## src/rtl/pipe_hazard_ctrl_if.sv

```systemverilog
// Signal bundle between the pipeline control block and the surrounding
// ID/EX stages and forwarding unit.
interface pipe_hazard_ctrl_if #(
    parameter int CNT_W = 16
);
    logic [6:0]       ID_OPCODE;
    logic [4:0]       ID_RD;
    logic             ID_WRITES_RD;
    logic             ID_VALID;
    logic             STALL;
    logic             BR_TAKEN;
    logic             CNT_CLR;
    logic [6:0]       OPCODE_PREV;
    logic [6:0]       OPCODE_PREVPREV;
    logic [4:0]       EX_MEM_RD;
    logic [4:0]       MEM_WB_RD;
    logic             LOAD;
    logic             PC_WE;
    logic             IFID_WE;
    logic             IFID_FLUSH;
    logic             IDEX_BUBBLE;
    logic [CNT_W-1:0] STALL_CNT;
    logic [CNT_W-1:0] FLUSH_CNT;
    logic             ERR_STALL2;

    modport master (
        output ID_OPCODE, ID_RD, ID_WRITES_RD, ID_VALID, STALL, BR_TAKEN, CNT_CLR,
        input  OPCODE_PREV, OPCODE_PREVPREV, EX_MEM_RD, MEM_WB_RD, LOAD,
        input  PC_WE, IFID_WE, IFID_FLUSH, IDEX_BUBBLE, STALL_CNT, FLUSH_CNT, ERR_STALL2
    );

    modport slave (
        input  ID_OPCODE, ID_RD, ID_WRITES_RD, ID_VALID, STALL, BR_TAKEN, CNT_CLR,
        output OPCODE_PREV, OPCODE_PREVPREV, EX_MEM_RD, MEM_WB_RD, LOAD,
        output PC_WE, IFID_WE, IFID_FLUSH, IDEX_BUBBLE, STALL_CNT, FLUSH_CNT, ERR_STALL2
    );
endinterface

```

## src/rtl/pipe_hazard_ctrl.sv

```systemverilog
// Pipeline control: EX/MEM and MEM/WB history for the forwarding unit,
// PC/IF-ID/ID-EX controls from stall and branch redirect, event counters.
module pipe_hazard_ctrl #(
    parameter int CNT_W = 16
) (
    input  logic             CLK,
    input  logic             RST,
    pipe_hazard_ctrl_if.slave bus
);
    localparam logic [6:0] OP_LOAD = 7'b0000011;

    typedef enum logic [1:0] {RUN, LDSTALL, FLUSH} state_e;

    state_e           state_q, state_d;
    logic [6:0]       ex_op_q, ex_op_d, wb_op_q;
    logic [4:0]       ex_rd_q, ex_rd_d, wb_rd_q;
    logic [CNT_W-1:0] stall_cnt_q, stall_cnt_d;
    logic [CNT_W-1:0] flush_cnt_q, flush_cnt_d;
    logic             err_q, err_d;
    logic             in_flush;
    logic             stall_eff;
    logic             issue;

    always_comb begin
        in_flush  = (state_q == FLUSH);
        // A taken branch squashes the stalled instruction, so it wins over STALL.
        stall_eff = bus.STALL & ~bus.BR_TAKEN & ~in_flush;
        issue     = bus.ID_VALID & ~stall_eff & ~bus.BR_TAKEN & ~in_flush & ~RST;

        state_d = state_q;
        err_d   = err_q;
        case (state_q)
            RUN: begin
                if (bus.BR_TAKEN)   state_d = FLUSH;
                else if (bus.STALL) state_d = LDSTALL;
            end
            LDSTALL: begin
                if (bus.BR_TAKEN) begin
                    state_d = FLUSH;
                end else if (bus.STALL) begin
                    state_d = LDSTALL;
                    err_d   = 1'b1;
                end else begin
                    state_d = RUN;
                end
            end
            FLUSH:   state_d = bus.BR_TAKEN ? FLUSH : RUN;
            default: state_d = RUN;
        endcase

        ex_op_d = issue ? bus.ID_OPCODE : '0;
        ex_rd_d = (issue & bus.ID_WRITES_RD) ? bus.ID_RD : '0;

        stall_cnt_d = stall_cnt_q;
        if (bus.CNT_CLR)
            stall_cnt_d = '0;
        else if (stall_eff && stall_cnt_q != '1)
            stall_cnt_d = stall_cnt_q + CNT_W'(1);

        flush_cnt_d = flush_cnt_q;
        if (bus.CNT_CLR)
            flush_cnt_d = '0;
        else if (bus.BR_TAKEN && flush_cnt_q != '1)
            flush_cnt_d = flush_cnt_q + CNT_W'(1);

        // Controls are forced to their safe values for as long as RST is held.
        bus.PC_WE       = ~stall_eff & ~RST;
        bus.IFID_WE     = ~stall_eff & ~RST;
        bus.IFID_FLUSH  = bus.BR_TAKEN & ~RST;
        bus.IDEX_BUBBLE = ~issue;
    end

    always_ff @(posedge CLK or posedge RST) begin
        if (RST) begin
            state_q     <= RUN;
            ex_op_q     <= '0;
            ex_rd_q     <= '0;
            wb_op_q     <= '0;
            wb_rd_q     <= '0;
            stall_cnt_q <= '0;
            flush_cnt_q <= '0;
            err_q       <= 1'b0;
        end else begin
            state_q     <= state_d;
            ex_op_q     <= ex_op_d;
            ex_rd_q     <= ex_rd_d;
            wb_op_q     <= ex_op_q;
            wb_rd_q     <= ex_rd_q;
            stall_cnt_q <= stall_cnt_d;
            flush_cnt_q <= flush_cnt_d;
            err_q       <= err_d;
        end
    end

    assign bus.OPCODE_PREV     = ex_op_q;
    assign bus.OPCODE_PREVPREV = wb_op_q;
    assign bus.EX_MEM_RD       = ex_rd_q;
    assign bus.MEM_WB_RD       = wb_rd_q;
    assign bus.LOAD            = (ex_op_q == OP_LOAD);
    assign bus.STALL_CNT       = stall_cnt_q;
    assign bus.FLUSH_CNT       = flush_cnt_q;
    assign bus.ERR_STALL2      = err_q;
endmodule

```

## src/flat_wrapper.sv

```systemverilog
// flat-port wrapper written by rule: the top's interface ports become plain ports
module pipe_hazard_ctrl_flat 
#(
    parameter int CNT_W = 16
)
  (CLK, RST, bus_ID_OPCODE, bus_ID_RD, bus_ID_WRITES_RD, bus_ID_VALID, bus_STALL, bus_BR_TAKEN, bus_CNT_CLR, bus_OPCODE_PREV, bus_OPCODE_PREVPREV, bus_EX_MEM_RD, bus_MEM_WB_RD, bus_LOAD, bus_PC_WE, bus_IFID_WE, bus_IFID_FLUSH, bus_IDEX_BUBBLE, bus_STALL_CNT, bus_FLUSH_CNT, bus_ERR_STALL2);
  pipe_hazard_ctrl_if #(.CNT_W(CNT_W)) bus_i ();
  input  logic CLK;
  input  logic RST;
  input wire logic [$bits(bus_i.ID_OPCODE)-1:0] bus_ID_OPCODE;
  input wire logic [$bits(bus_i.ID_RD)-1:0] bus_ID_RD;
  input wire logic [$bits(bus_i.ID_WRITES_RD)-1:0] bus_ID_WRITES_RD;
  input wire logic [$bits(bus_i.ID_VALID)-1:0] bus_ID_VALID;
  input wire logic [$bits(bus_i.STALL)-1:0] bus_STALL;
  input wire logic [$bits(bus_i.BR_TAKEN)-1:0] bus_BR_TAKEN;
  input wire logic [$bits(bus_i.CNT_CLR)-1:0] bus_CNT_CLR;
  output wire logic [$bits(bus_i.OPCODE_PREV)-1:0] bus_OPCODE_PREV;
  output wire logic [$bits(bus_i.OPCODE_PREVPREV)-1:0] bus_OPCODE_PREVPREV;
  output wire logic [$bits(bus_i.EX_MEM_RD)-1:0] bus_EX_MEM_RD;
  output wire logic [$bits(bus_i.MEM_WB_RD)-1:0] bus_MEM_WB_RD;
  output wire logic [$bits(bus_i.LOAD)-1:0] bus_LOAD;
  output wire logic [$bits(bus_i.PC_WE)-1:0] bus_PC_WE;
  output wire logic [$bits(bus_i.IFID_WE)-1:0] bus_IFID_WE;
  output wire logic [$bits(bus_i.IFID_FLUSH)-1:0] bus_IFID_FLUSH;
  output wire logic [$bits(bus_i.IDEX_BUBBLE)-1:0] bus_IDEX_BUBBLE;
  output wire logic [$bits(bus_i.STALL_CNT)-1:0] bus_STALL_CNT;
  output wire logic [$bits(bus_i.FLUSH_CNT)-1:0] bus_FLUSH_CNT;
  output wire logic [$bits(bus_i.ERR_STALL2)-1:0] bus_ERR_STALL2;
  assign bus_i.ID_OPCODE = bus_ID_OPCODE;
  assign bus_i.ID_RD = bus_ID_RD;
  assign bus_i.ID_WRITES_RD = bus_ID_WRITES_RD;
  assign bus_i.ID_VALID = bus_ID_VALID;
  assign bus_i.STALL = bus_STALL;
  assign bus_i.BR_TAKEN = bus_BR_TAKEN;
  assign bus_i.CNT_CLR = bus_CNT_CLR;
  assign bus_OPCODE_PREV = bus_i.OPCODE_PREV;
  assign bus_OPCODE_PREVPREV = bus_i.OPCODE_PREVPREV;
  assign bus_EX_MEM_RD = bus_i.EX_MEM_RD;
  assign bus_MEM_WB_RD = bus_i.MEM_WB_RD;
  assign bus_LOAD = bus_i.LOAD;
  assign bus_PC_WE = bus_i.PC_WE;
  assign bus_IFID_WE = bus_i.IFID_WE;
  assign bus_IFID_FLUSH = bus_i.IFID_FLUSH;
  assign bus_IDEX_BUBBLE = bus_i.IDEX_BUBBLE;
  assign bus_STALL_CNT = bus_i.STALL_CNT;
  assign bus_FLUSH_CNT = bus_i.FLUSH_CNT;
  assign bus_ERR_STALL2 = bus_i.ERR_STALL2;
  pipe_hazard_ctrl #(.CNT_W(CNT_W)) u_core (.CLK(CLK), .RST(RST), .bus(bus_i));
endmodule
```

## config.mk

```make
export PLATFORM = sky130hd
export DESIGN_NAME = pipe_hazard_ctrl_flat
export DESIGN_NICKNAME = d
export VERILOG_FILES = /design/src/rtl/pipe_hazard_ctrl_if.sv /design/src/rtl/pipe_hazard_ctrl.sv /design/src/flat_wrapper.sv
export SDC_FILE = /design/constraint.sdc
export NUM_CORES = 1
export LEC_CHECK = 0
export ABC_AREA = 1
export CAP_MARGIN = 20
export CORE_MARGIN = 2
export CORE_UTILIZATION = 49
export CTS_CLUSTER_DIAMETER = 60
export DETAILED_ROUTE_END_ITERATION = 10
export PLACE_DENSITY = 0.78
export SLEW_MARGIN = 20
export SYNTH_ARGS = -nofsm -noshare
export SYNTH_HDL_FRONTEND = slang
export SYNTH_SLANG_ARGS = --single-unit
```

## constraint.sdc

```tcl
create_clock -name CLK -period 2.2 [get_ports CLK]
set_clock_uncertainty 0.05 [all_clocks]
set_input_delay 0.22 -clock CLK [delete_from_list [all_inputs] [get_ports CLK]]
set_output_delay 0.22 -clock CLK [all_outputs]
set_load 0.02 [all_outputs]
```

==> run summary <==
outcome: finished, final reports clean
Yosys reg bits: 59
post-route setup TNS: 0 ns
Critical Path Most Common Cell: clkdlybuf4s50_1
Synth Area per Inst: 7.89 um2
initial DRC count: 117
Post-DRT Antenna Nets: 0
layout cells sized above 1: 10.7%
total gr overflow: 0
Net count, final: 500
area leader, netlist: dfrtp_1
Clock Latency Late Sink: 0.35 ns
Syn. warnings: 0
Synth Cell Area: 3040 um2
arrival time at the worst endpoint: 1.84 ns
dominant cell by count in the synthesized netlist: nand2_1
CP startpoint kind: input pin
Mapped Nets: 406
Root Buffer: clkbuf_8
top_reg_cell synth: dfrtp_1
Die H: 82.7 um
initial antenna violation count: 0
crit path kind: input pin to output pin
Synth top area share: 48.6%
vias in the first global route: 2678
CP peak stage delay: 0.65 ns
clock-pin slew on the worst setup and hold paths: 0.08 ns
P_leak: 2.05 nW
RSZ-0062 raised after global routing: no
FILL cells: 487
worst vdd ir: 0.000500 V
largest family of logic cells by synthesized area: simple AND/OR/NAND/NOR gates
WL final: 7.37 mm
area grow syn2layout: 37.6%
library cells used by synthesis: 26
Critical Path Sink Type: output pin
total CTS buffers: 9
period utilisation layout: 95.9%
Compound-Gate Fraction of Synth Area: 1.81%
Avg WL per Cell: 13.2 um
Row Count: 28
Slew @ Worst Pin: 0.372 ns
port bufs: 80
adder-cell share of the synthesized area: 0.824%
largest net degree at the start of global routing: 54
DRC viols: 0
ranking of synthesized cells by area: dfrtp_1 (49%), nand2_1 (15%), nand3_1 (7.3%), inv_1 (5.9%), nor2_1 (5.4%)
Final Non-Filler Cells: 559
TritonCTS Sinks: 59
Slowest cell on crit path: clkdlybuf4s50_1
die footprint: 6840 um2
post-synthesis cell count: 385
async set-or-reset flop fraction in the synthesized netlist: 100%
first-pass GRT wire length: 12.3 mm
n_diodes: 0
count of maximum capacitance violations: 0
1st-pass router iterations: 4
Tot GR Track Use: 24.1%
core area: 5960 um2
mux share of post-synthesis cell area: 0%
Final GP Congestion: 0.837
DR vias: 2800
# IOs: 81
post-synthesis sequential area ratio: 48.6%
placed cell area: 3980 um2
final core utilization: 70.2%
Clock Path Buffers: 2
most frequent cells after synthesis: nand2_1 (118), dfrtp_1 (59), inv_1 (48)
FF-to-FF Start: u_core.bus.STALL_CNT[0]
placed cells: 543
Slew Limit Headroom: 75.2%
Tmin final: 2.11 ns
Max Slew Vio Count: 0
fmax: 474 MHz
CP cell instances: clkdlybuf4s50_1, inv_2, nand2_2, nor2_4, nor2_2, clkdlybuf4s50_1
Post-synth EDFFs: 0
Initial Utilization: 51.0%
post-DR vias/cell: 5.01
crit-path max FO: 4
CTS tree: yes
die width: 82.7 um
final setup fails: 0
XOR/XNOR Fraction of Synth Area: 4.04%
Final Hold Fails: 0
WP data required: 1.93 ns
CTS H-tree lvls: 3
Hold/Removal Path Class: input pin to asynchronous set/reset pin
Final Cell Area: 4180 um2
pwr dens: 559 nW/um2
Worst setup startpoint: bus_BR_TAKEN
dpl hpwl: 5.32 mm
simple-gate portion of the synthesized area: 37.6%
## layout by cell type, fill, tap and decap left out, drive strengths merged
master	Yosys	routed
nor4	1	1
o21bai	2	2
nand2	126	126
nand3	44	44
bufinv	0	1
nor3	2	2
buf	3	8
clkinv	0	2
clkdlybuf4s50	0	80
inv	50	52
nand3b	7	7
clkbuf	2	9
xnor2	1	1
nor2	59	59
xor2	13	13
ha	2	2
a21oi	2	2
dfrtp	59	59
nand4	6	6
clkinvlp	0	2
o21ai	6	6
## area by class of cell
| cell class | instances | area (um2) | area share, % |
|---|---|---|---|
| Clock buffer | 9 | 124 | 2.96 |
| Clock inverter | 7 | 76.3 | 1.83 |
| Inverter | 50 | 188 | 4.49 |
| Multi-Input combinational cell | 271 | 1350 | 32.2 |
| Sequential cell | 59 | 1480 | 35.3 |
| Tap cell | 75 | 93.8 | 2.25 |
| Timing Repair Buffer | 88 | 873 | 20.9 |
## cells by family after synthesis
family	count (synthesis)
AO/OA/AOI/OAI	10
XOR/XNOR	14
adder cells (fa/ha/maj)	2
buffers and inverters	55
flip-flops	59
AND/OR/NAND/NOR	245
## metrics by stage
step / total power [W] / hold slack [ns] / setup WS [ns]
2_1_floorplan: 0.00123 / 0.276 / 0.474
3_3_place_gp: 0.00134 / 0.308 / 0.146
3_5_place_dp: 0.00134 / 0.312 / 0.0966
4_1_cts: 0.00235 / 0.118 / 0.0443
5_1_grt: 0.00240 / 0.143 / 0.0138
6_report: 0.00234 / 0.130 / 0.0903
## what timing repair did
item	CTS	global route
endpoints found under the setup margin	0	3
setup buffers	0	0
hold buffers	0	0
resized for setup	0	1
## flip-flops by register name (all words and copies together), names as in the netlist
register,flops
u_core.bus.STALL_CNT,16
u_core.state_q,2
u_core.bus.OPCODE_PREV,7
u_core.bus.MEM_WB_RD,5
u_core.bus.EX_MEM_RD,5
u_core.bus.ERR_STALL2,1
u_core.bus.FLUSH_CNT,16
u_core.bus.OPCODE_PREVPREV,7
## worst max-delay path, delay by kind of cell
family | cells | cell delay, ns
and+or+nand+nor | 3 | 0.32
buffers and inverters | 3 | 1.29
## where the power goes
group	switching [W]	internal (W)	leakage (nW)	total [W]
clock	0.000486	0.000530	0.0962	0.00102
combinational	0.000118	0.0000906	1.14	0.000208
sequential	0.0000125	0.00110	0.814	0.00111
total	0.000616	0.00172	2.05	0.00234
## worst paths after layout
path | endpoint | slack, ns | depth (start not counted)
worst max-delay path | bus_IFID_WE | 0.09 | 6
worst min-delay path | u_core.bus.MEM_WB_RD[2] | 0.13 | 2
worst max register to register | u_core.bus.STALL_CNT[1] | 0.52 | 8
worst min register to register | u_core.bus.MEM_WB_RD[2] | 0.32 | 0
max in group asynchronous | u_core.bus.OPCODE_PREVPREV[1] | 1.43 | 3
min in group CLK | u_core.bus.MEM_WB_RD[2] | 0.32 | 0
## layer usage
metal	global-route usage, %	share of wire, %
met1	30.0	42
met2	41.0	51
met3	4.35	5.4
met4	10.5	1.7
met5	0	0
Power figures use the tool's default switching activity.
